File: config.mk
export PLATFORM = sky130hd
export DESIGN_NAME = score_bcd_display
export DESIGN_NICKNAME = d
export VERILOG_FILES = /design/src/rtl/score_bcd_display.sv
export SDC_FILE = /design/constraint.sdc
export NUM_CORES = 1
export LEC_CHECK = 0
export CAP_MARGIN = 0
export CORE_ASPECT_RATIO = 1.25
export CORE_MARGIN = 2
export CORE_UTILIZATION = 40
export CTS_BUF_LIST = sky130_fd_sc_hd__clkbuf_16
export DETAILED_ROUTE_END_ITERATION = 10
export DONT_BUFFER_PORTS = 1
export GPL_TIMING_DRIVEN = 1
export MAX_ROUTING_LAYER = met4
export PLACE_DENSITY_LB_ADDON = 0.15
export SLEW_MARGIN = 20
export SYNTH_ARGS = -nofsm -noshare
export SYNTH_HDL_FRONTEND = slang
export SYNTH_SLANG_ARGS = --single-unit
File: constraint.sdc
create_clock -name clk -period 9.9 [get_ports clk]
set_input_delay 0.495 -clock clk [delete_from_list [all_inputs] [get_ports clk]]
set_output_delay 0.495 -clock clk [all_outputs]
set_load 0.01 [all_outputs]
File: src/rtl/score_bcd_display.sv
// Game-score counter with a packed-BCD score, a high-score register and a
// multiplexed common-anode seven-segment driver.
// The score is kept in BCD so the display never needs divide/modulo.
// Ticks accumulate while run is high, and bonus strobes add one point.
// The sum saturates at all-nines.
// The high score is captured on the falling edge of run.

module score_bcd_display #(
  parameter int NUM_DIGITS    = 4,
  parameter int TICK_DIV      = 100000000,
  parameter int REFRESH_DIV   = 262144,
  parameter bit BLANK_LEADING = 1'b1
) (
  input  logic                    clk,
  input  logic                    reset,
  input  logic                    run,
  input  logic                    clear,
  input  logic                    bonus_valid,
  input  logic                    show_high,
  output logic [NUM_DIGITS-1:0]   an,
  output logic [6:0]              seg,
  output logic [4*NUM_DIGITS-1:0] score_bcd,
  output logic [4*NUM_DIGITS-1:0] high_bcd,
  output logic                    saturated
);

  localparam int W   = 4 * NUM_DIGITS;
  localparam int TCW = (TICK_DIV > 1) ? $clog2(TICK_DIV) : 1;
  localparam int RCW = (REFRESH_DIV > 1) ? $clog2(REFRESH_DIV) : 1;
  localparam int DIW = (NUM_DIGITS > 1) ? $clog2(NUM_DIGITS) : 1;

  localparam logic [W-1:0]   ALL_NINES    = {NUM_DIGITS{4'h9}};
  localparam logic [TCW-1:0] TICK_LAST    = TCW'(TICK_DIV - 1);
  localparam logic [RCW-1:0] REFRESH_LAST = RCW'(REFRESH_DIV - 1);
  localparam logic [DIW-1:0] DIGIT_LAST   = DIW'(NUM_DIGITS - 1);

  // BCD add of a small increment (0..2) with ripple carry.
  // The top bit of the result flags overflow past all-nines.
  function automatic logic [W:0] bcd_add(input logic [W-1:0] val,
                                         input logic [1:0]   inc);
    logic [W-1:0] sum;
    logic [4:0]   dsum;
    logic [4:0]   dadj;
    logic [1:0]   carry;
    sum   = {W{1'b0}};
    carry = inc;
    for (int i = 0; i < NUM_DIGITS; i++) begin
      dsum = {1'b0, val[4*i +: 4]} + {3'b000, carry};
      dadj = dsum - 5'd10;
      if (dsum > 5'd9) begin
        sum[4*i +: 4] = dadj[3:0];
        carry         = 2'd1;
      end else begin
        sum[4*i +: 4] = dsum[3:0];
        carry         = 2'd0;
      end
    end
    return {(carry != 2'd0), sum};
  endfunction

  // Active-low {a,b,c,d,e,f,g} pattern for one BCD digit; non-BCD is dark.
  function automatic logic [6:0] seg_decode(input logic [3:0] nib);
    logic [6:0] pat;
    case (nib)
      4'd0:    pat = 7'b0000001;
      4'd1:    pat = 7'b1001111;
      4'd2:    pat = 7'b0010010;
      4'd3:    pat = 7'b0000110;
      4'd4:    pat = 7'b1001100;
      4'd5:    pat = 7'b0100100;
      4'd6:    pat = 7'b0100000;
      4'd7:    pat = 7'b0001111;
      4'd8:    pat = 7'b0000000;
      4'd9:    pat = 7'b0000100;
      default: pat = 7'b1111111;
    endcase
    return pat;
  endfunction

  // Game state
  logic [TCW-1:0] tick_cnt_q, tick_cnt_d;
  logic [W-1:0]   score_q, score_d;
  logic [W-1:0]   high_q, high_d;
  logic           saturated_q, saturated_d;
  logic           run_q;
  logic           tick_s;
  logic           end_game_s;
  logic [1:0]     inc_s;
  logic [W:0]     add_s;

  // Display state
  logic [RCW-1:0]        refresh_q, refresh_d;
  logic [DIW-1:0]        digit_idx_q, digit_idx_d;
  logic [NUM_DIGITS-1:0] an_q, an_d;
  logic [6:0]            seg_q, seg_d;
  logic [W-1:0]          disp_s;
  logic [3:0]            digits_s [NUM_DIGITS];
  logic [NUM_DIGITS-1:0] blank_s;
  logic [3:0]            cur_nib_s;

  // Next-state for tick counter, score, saturation flag and high score.
  always_comb begin
    tick_s     = run && (tick_cnt_q == TICK_LAST);
    inc_s      = {1'b0, tick_s} + {1'b0, bonus_valid};
    add_s      = bcd_add(score_q, inc_s);
    end_game_s = run_q && !run;

    tick_cnt_d = tick_cnt_q;
    score_d    = score_q;
    high_d     = high_q;

    if (clear) begin
      tick_cnt_d = {TCW{1'b0}};
    end else if (run) begin
      tick_cnt_d = tick_s ? {TCW{1'b0}} : (tick_cnt_q + TCW'(1'b1));
    end else begin
      tick_cnt_d = tick_cnt_q;
    end

    if (clear) begin
      score_d = {W{1'b0}};
    end else if (add_s[W]) begin
      score_d = ALL_NINES;
    end else begin
      score_d = add_s[W-1:0];
    end

    // Score can only leave all-nines through clear, so the flag tracks it.
    saturated_d = (score_d == ALL_NINES);

    // Compare against the pre-update score so a same-cycle bonus or clear
    // does not affect the captured high score.
    if (end_game_s && (score_q > high_q)) begin
      high_d = score_q;
    end else begin
      high_d = high_q;
    end
  end

  // Game-state registers.
  always_ff @(posedge clk or posedge reset) begin
    if (reset) begin
      tick_cnt_q  <= {TCW{1'b0}};
      score_q     <= {W{1'b0}};
      high_q      <= {W{1'b0}};
      saturated_q <= 1'b0;
      run_q       <= 1'b0;
    end else begin
      tick_cnt_q  <= tick_cnt_d;
      score_q     <= score_d;
      high_q      <= high_d;
      saturated_q <= saturated_d;
      run_q       <= run;
    end
  end

  // Refresh counter and digit index; index 0 is the leftmost digit.
  always_comb begin
    refresh_d   = refresh_q;
    digit_idx_d = digit_idx_q;
    if (refresh_q == REFRESH_LAST) begin
      refresh_d   = {RCW{1'b0}};
      digit_idx_d = (digit_idx_q == DIGIT_LAST) ? {DIW{1'b0}}
                                                : (digit_idx_q + DIW'(1'b1));
    end else begin
      refresh_d   = refresh_q + RCW'(1'b1);
      digit_idx_d = digit_idx_q;
    end
  end

  // Select the displayed digit, apply leading-zero blanking and decode.
  always_comb begin
    logic lead_zero;
    disp_s    = show_high ? high_q : score_q;
    lead_zero = 1'b1;
    blank_s   = {NUM_DIGITS{1'b0}};
    an_d      = {NUM_DIGITS{1'b1}};
    for (int k = 0; k < NUM_DIGITS; k++) begin
      digits_s[k] = disp_s[4*(NUM_DIGITS-1-k) +: 4];
      lead_zero   = lead_zero && (digits_s[k] == 4'd0);
      blank_s[k]  = BLANK_LEADING && lead_zero && (k != NUM_DIGITS - 1);
      an_d[NUM_DIGITS-1-k] = (digit_idx_q != DIW'(k));
    end
    cur_nib_s = digits_s[digit_idx_q];
    seg_d     = blank_s[digit_idx_q] ? 7'b1111111 : seg_decode(cur_nib_s);
  end

  // Scan registers and registered anode/segment pins.
  always_ff @(posedge clk or posedge reset) begin
    if (reset) begin
      refresh_q   <= {RCW{1'b0}};
      digit_idx_q <= {DIW{1'b0}};
      an_q        <= {NUM_DIGITS{1'b1}};
      seg_q       <= 7'b1111111;
    end else begin
      refresh_q   <= refresh_d;
      digit_idx_q <= digit_idx_d;
      an_q        <= an_d;
      seg_q       <= seg_d;
    end
  end

  assign an        = an_q;
  assign seg       = seg_q;
  assign score_bcd = score_q;
  assign high_bcd  = high_q;
  assign saturated = saturated_q;

endmodule

; ---- After elaboration in Yosys (flattened, before gate mapping)
; Memory sizes are Yosys's and may differ from the RTL's.
; Index checks and enable logic that the tools add are counted.
[classes]
addsub = 12
order_cmp = 7
n_eq_ne = 7
mux = 22
bitwise_logic = 1
n_reduce_logical = 12
[ops]
columns = cell, count
row1 = two-way mux 27 bit, 3
row2 = two-way mux 16 bit, 3
row3 = adder 27 x 1 -> 27 bit (second input constant), 1
row4 = equality test 27 bit (second input constant), 1
row5 = two-way mux 4 bit, 6
row6 = greater-than comparator 5 x 4 -> 1 bit (second input constant), 4
row7 = adder 18 x 1 -> 18 bit (second input constant), 1
row8 = equality test 18 bit (second input constant), 1
row9 = two-way mux 18 bit, 1
row10 = equality test 16 bit (second input constant), 1
row11 = greater-than comparator 16 bit, 1
row12 = subtractor 4 bit (second input constant), 4
row13 = adder 4 x 1 -> 5 bit, 3
row14 = logical NOT 4 bit, 3
row15 = binary-select mux 4 bit (select 2 bit), 1
row16 = two-way mux 7 bit, 1
row17 = nonzero test 2 bit, 3
row18 = adder 4 x 2 -> 5 bit, 1
row19 = logical AND 1 bit, 5
row20 = two-way mux 1 bit, 5
row21 = != test 2 bit (second input constant), 2
row22 = >= comparator 3 bit (second input constant), 1
row23 = less-than comparator 2 x 3 -> 1 bit (second input constant), 1
row24 = NOT 2 -> 3 bit, 1
row25 = other kinds (7), 7
[totals]
regBits = 92
rom_bits = 112
input_bits = 6
elab_cells = 71
memories = 1
[mem_list]
columns = memory, depth, width, read_ports, rd_ports_with_merged_regs, wr, line
row1 = (no name shown), 16, 7, 1, 0, 0, 64  ; case (nib)

; ---- Depth between registers and ports, before layout
[logic_depth]
depth_word = 19
mapped_depth = 28

; ---- Worst setup path before layout
; Ideal clock, no wire load.
[synth_timing]
path_kind = reg2reg
startpoint = reg tick_cnt_q[0]
endpoint = reg saturated_q (netlist: saturated)
arrival_time_ps = 6044
path_slack_ps = 3733
path_stages_with_launch = 28
period_less_slack_ps = 6167
path_cell_list = dfrtp_1 -> ha_1 -> and2_1 -> nand4_1 -> or3_1 -> inv_1 -> fa_1 -> ha_1 -> inv_1 -> a211o_1 -> a22oi_1 -> ha_1 -> ha_1 -> and2b_1 -> a211oi_1 -> ha_1 -> ha_1 -> or2b_2 -> o21ai_0 -> a31oi_1 -> ha_1 -> ha_1 -> nor2_1 -> a41oi_1 -> o22a_2 -> or2_2 -> buf_6 -> o221a_1
[synth_between]
elab_chain_cells = 19
[synth_lines]
columns = item, line
row1 = "start, declared", 81  ; logic [TCW-1:0] tick_cnt_q, tick_cnt_d;
row2 = "start signal, assigned", 143  ; tick_cnt_q <= {TCW{1'b0}};
row3 = "start signal, assigned", 149  ; tick_cnt_q <= tick_cnt_d;
row4 = equality test 27 bit (*), 103  ; tick_s = run && (tick_cnt_q == TICK_LAST);
row5 = logical AND 1 bit (*), 103
row6 = adder 1 x 1 -> 2 bit (*), 104  ; inc_s = {1'b0, tick_s} + {1'b0, bonus_valid};
row7 = adder 4 x 2 -> 5 bit (*), 48  ; dsum = {1'b0, val[4*i +: 4]} + {3'b000, carry};
row8 = greater-than comparator 5 x 4 -> 1 bit, 50  ; if (dsum > 5'd9) begin
row9 = two-way mux 1 bit, 50
row10 = adder 4 x 1 -> 5 bit, 48
row11 = greater-than comparator 5 x 4 -> 1 bit, 50
row12 = [4 not listed], --
row13 = adder 4 x 1 -> 5 bit, 48
row14 = greater-than comparator 5 x 4 -> 1 bit, 50
row15 = two-way mux 1 bit, 50
row16 = nonzero test 2 bit, 58  ; return {(carry != 2'd0), sum};
row17 = two-way mux 16 bit (*), 122  ; end else if (add_s[W]) begin
row18 = two-way mux 16 bit (*), 120  ; if (clear) begin
row19 = equality test 16 bit (*), 129  ; saturated_d = (score_d == ALL_NINES);
row20 = net saturated_d, 84  ; logic saturated_q, saturated_d;
row21 = "end signal, assigned", 152  ; saturated_q <= saturated_d;
row22 = "end, declared", 84
; Mark *: on every way through the listed nets, which the timed path passes. The rest lies on a longest branch.
; A chain may end at the register's enable or synchronous reset.

; ---- Worst setup path after layout
; Same ends and word-level chain as after synthesis.

==> reports/qor.yml <==
dieWidth_um: 108.5
synth-seq-cells: 92
drt_iter0_drc: 124
synthesis.nets: 590
cp.buffers_inverters: 2
synthCells: 545
pre_cts_slack_ns: 3.121
switching_share: 0.2475
arrival_ns: 7.04
cpMostUsedCell: "ha_1"
p_comb_frac: 0.035
firstDrtPassIters: 4
p_sw_w: 0.0001864
cp_max_fo: 9
antenna_cells: 0
gp_congestion: 0.9001
synth-main-ff-cell: "dfrtp_1"
grt_pass1_wl_um: 20180
via_count: 3945
dieArea_um2: 14610
regArea_um2: 2316
clock_skew_ns: 0.009034
cts_buffer_depth: 2
clk_pin_slew_ns: 0.07
num_rows: 47
cpLargestDelayFamily: "adder cells"
worst_slack_ns: 3.092
grt_pass1_vias: 3955
nets: 581
cts-root-buf: "clkbuf_16"
cts_resized: 0
p_clk_frac: 0.454
endpoint_kind: "flop"
drive_gt1_frac: 0.1165
vdd_drop_max_uv: 101.4
power_frac_seq: 0.511
min_period_over_period: 0.6877
cp.depth: 26
chipHeight_um: 134.7
ys_types: 71
wl_per_cell_um: 17.10
fill_cells: 1306
outcome: "finished, final reports clean"
wl_um: 12170
grt_max_degree: 78
yosys_warnings: 0
syn2layout_area_growth_pct: 6.871
synth_edf_count: 0
synth_top_cell_by_area: "dfrtp_1"
multi_input_area_um2: 2826
synth_async_sr_flop_share: 1.000
io_buffers: 0
ff2ff_path_depth: 26
insertion_delay_ns: 0.34
final-setup-viol-count: 0
numCtsBuffers: 9
overflow: 0
cts_htree_levels: 3
drc: 0
hold_slack_ns: 0.1828
hold_viol: 0
hold_depth: 0
drv_slew: 0
synth_top_area_frac: 0.3710
synth-seq-area-share: 0.4240
syn_area_per_cell_um2: 10.02
power_density_nw_per_um2: 128.9
clkSinkCount: 92
worst_hold_path_type: "input port to flop"
final_common_cell: "dfrtp_1"
critPathSlowestCell: "fa_1"
tightest_slew_ns: 1.054
ios: 50
worst-setup-path-type: "flop to flop"
place_hpwl_um: 8910
syn-cell-area_um2: 5463
start_util: 0.4110
final_cell_mix: "dfrtp_1 (81), nor2_1 (74), ha_1 (38), inv_1 (37), nand2_1 (29)"
period_needed_ns: 6.808
p_leak_nw: 2.566
core_area_um2: 13290
power.internal_w: 0.0005665
grt_setup_unrepaired: "false"
ant_nets: 0
max_stage_delay_ns: 0.42
cts_tree: "done"
yosys-top-cells-area: "dfrtp_1 (37%), ha_1 (8.7%), dfstp_2 (5.3%)"
fin_tns_setup_ns: 0
timing.max_cap.violations: 0
fmax_mhz: 146.9
via_per_inst: 5.541
cp.required_ns: 10.13
antenna_found_initial: 0
cp-start-kind: "flop"
slew_headroom: 0.2971
gr-usage-all-layers: 0.1820
## registers in the layout, summed over array words and instances, names as in the netlist
register     count
digit_idx_q      2
an               4
score_bcd       16
seg              7
tick_cnt_q      27
run_q            1
saturated        1
refresh_q       18
high_bcd        16
## Yosys cell counts, types with 6 or more instances
cell	count
mux4_2	6
nor2b_1	7
and3_1	11
nand4_1	16
a31oi_1	7
xnor2_1	22
dfrtp_1	81
nor2_1	74
nor3_1	6
o21ai_0	11
inv_1	38
a21oi_1	24
ha_1	38
nand3_1	23
nand2_1	29
mux2_2	15
dfstp_2	11
buf_6	8
xor2_1	25
## stage by stage
stage               total power (W)  instances  cell area (µm²)  utilization
floorplan                 0.0004130        545             5463            -
global placement          0.0004176        694             5509       0.4145
detailed placement        0.0004180        694             5509       0.4145
CTS                       0.0007593        711             5811       0.4372
global route              0.0007870        712             5838       0.4393
finish                    0.0007528        712             5838       0.4393
## cells by family (layout without fill, tap and decap cells)
group                      Yosys count  after routing  synth area share
and+or+nand+nor                    197            197            0.1789
muxes                               29             29           0.07375
AOI/OAI and AO/OA                   80             80           0.09872
xor gates and xnor gates            47             47           0.07535
DFF                                 92             92            0.4240
buffers and inverters               61             57           0.05864
adders and majority gates           39             39           0.09070
## path summary, 6_finish.rpt
| kind | start | end | slack, ns |
|---|---|---|---|
| worst max-delay path | tick_cnt_q[0]$_DFFE_PP0P_ | saturated$_DFF_PP0_ | 3.09 |
| worst min-delay path | run | run_q$_DFF_PP0_ | 0.18 |
| worst max register to register | tick_cnt_q[0]$_DFFE_PP0P_ | saturated$_DFF_PP0_ | 3.09 |
| worst min register to register | refresh_q[6]$_DFF_PP0_ | refresh_q[6]$_DFF_PP0_ | 0.47 |
| max in group asynchronous | reset | seg[2]$_DFF_PP1_ | 8.41 |
| min in group asynchronous | reset | refresh_q[10]$_DFF_PP0_ | 0.54 |
## final cells by class
class | instances | share of cell area
Tap cell | 171 | 0.03665
Clock inverter | 7 | 0.01136
Sequential cell | 92 | 0.3967
Multi-Input combinational cell | 392 | 0.4841
Clock buffer | 9 | 0.03858
Inverter | 38 | 0.02486
Timing Repair Buffer | 3 | 0.007715
## routing by layer
metal	global-route usage	routed length (µm)	vias up
li1	-	-	1891
met1	0.2223	5228	1969
met2	0.2962	6083	73
met3	0.05454	692	12
met4	0.04345	168	0
met5	-	0	-
## power by group through the flow
stage | Clock (W) | Sequential (W) | Combinational [W]
floorplan | 0 | 0.000390 | 0.0000229
global placement | 0 | 0.000392 | 0.0000257
detailed placement | 0 | 0.000392 | 0.0000260
CTS | 0.000348 | 0.000385 | 0.0000265
global route | 0.000370 | 0.000385 | 0.0000313
finish | 0.000342 | 0.000385 | 0.0000267
## worst reg2reg max path: stages, from the launching register on
cell	delay [ns]
dfrtp_1	0.41
ha_1	0.23
and2_1	0.17
nand4_1	0.12
or3_1	0.21
inv_1	0.07
fa_1	0.42
ha_1	0.42
inv_1	0.12
a211o_1	0.30
a22oi_1	0.27
ha_1	0.30
ha_1	0.28
and2b_1	0.24
a211oi_1	0.34
ha_1	0.29
ha_1	0.32
or2b_2	0.20
o21ai_0	0.09
a31oi_1	0.24
ha_1	0.27
ha_1	0.26
nor2_1	0.09
a41oi_1	0.05
o22a_2	0.31
or2_2	0.37
o221a_1	0.29
## timing repair
item	4_1_cts	5_1_grt
buffers inserted	0	0
hold buffers	1	0
hold endpoints to repair	14	0
No activity file was read; power rests on OpenSTA's default activity.
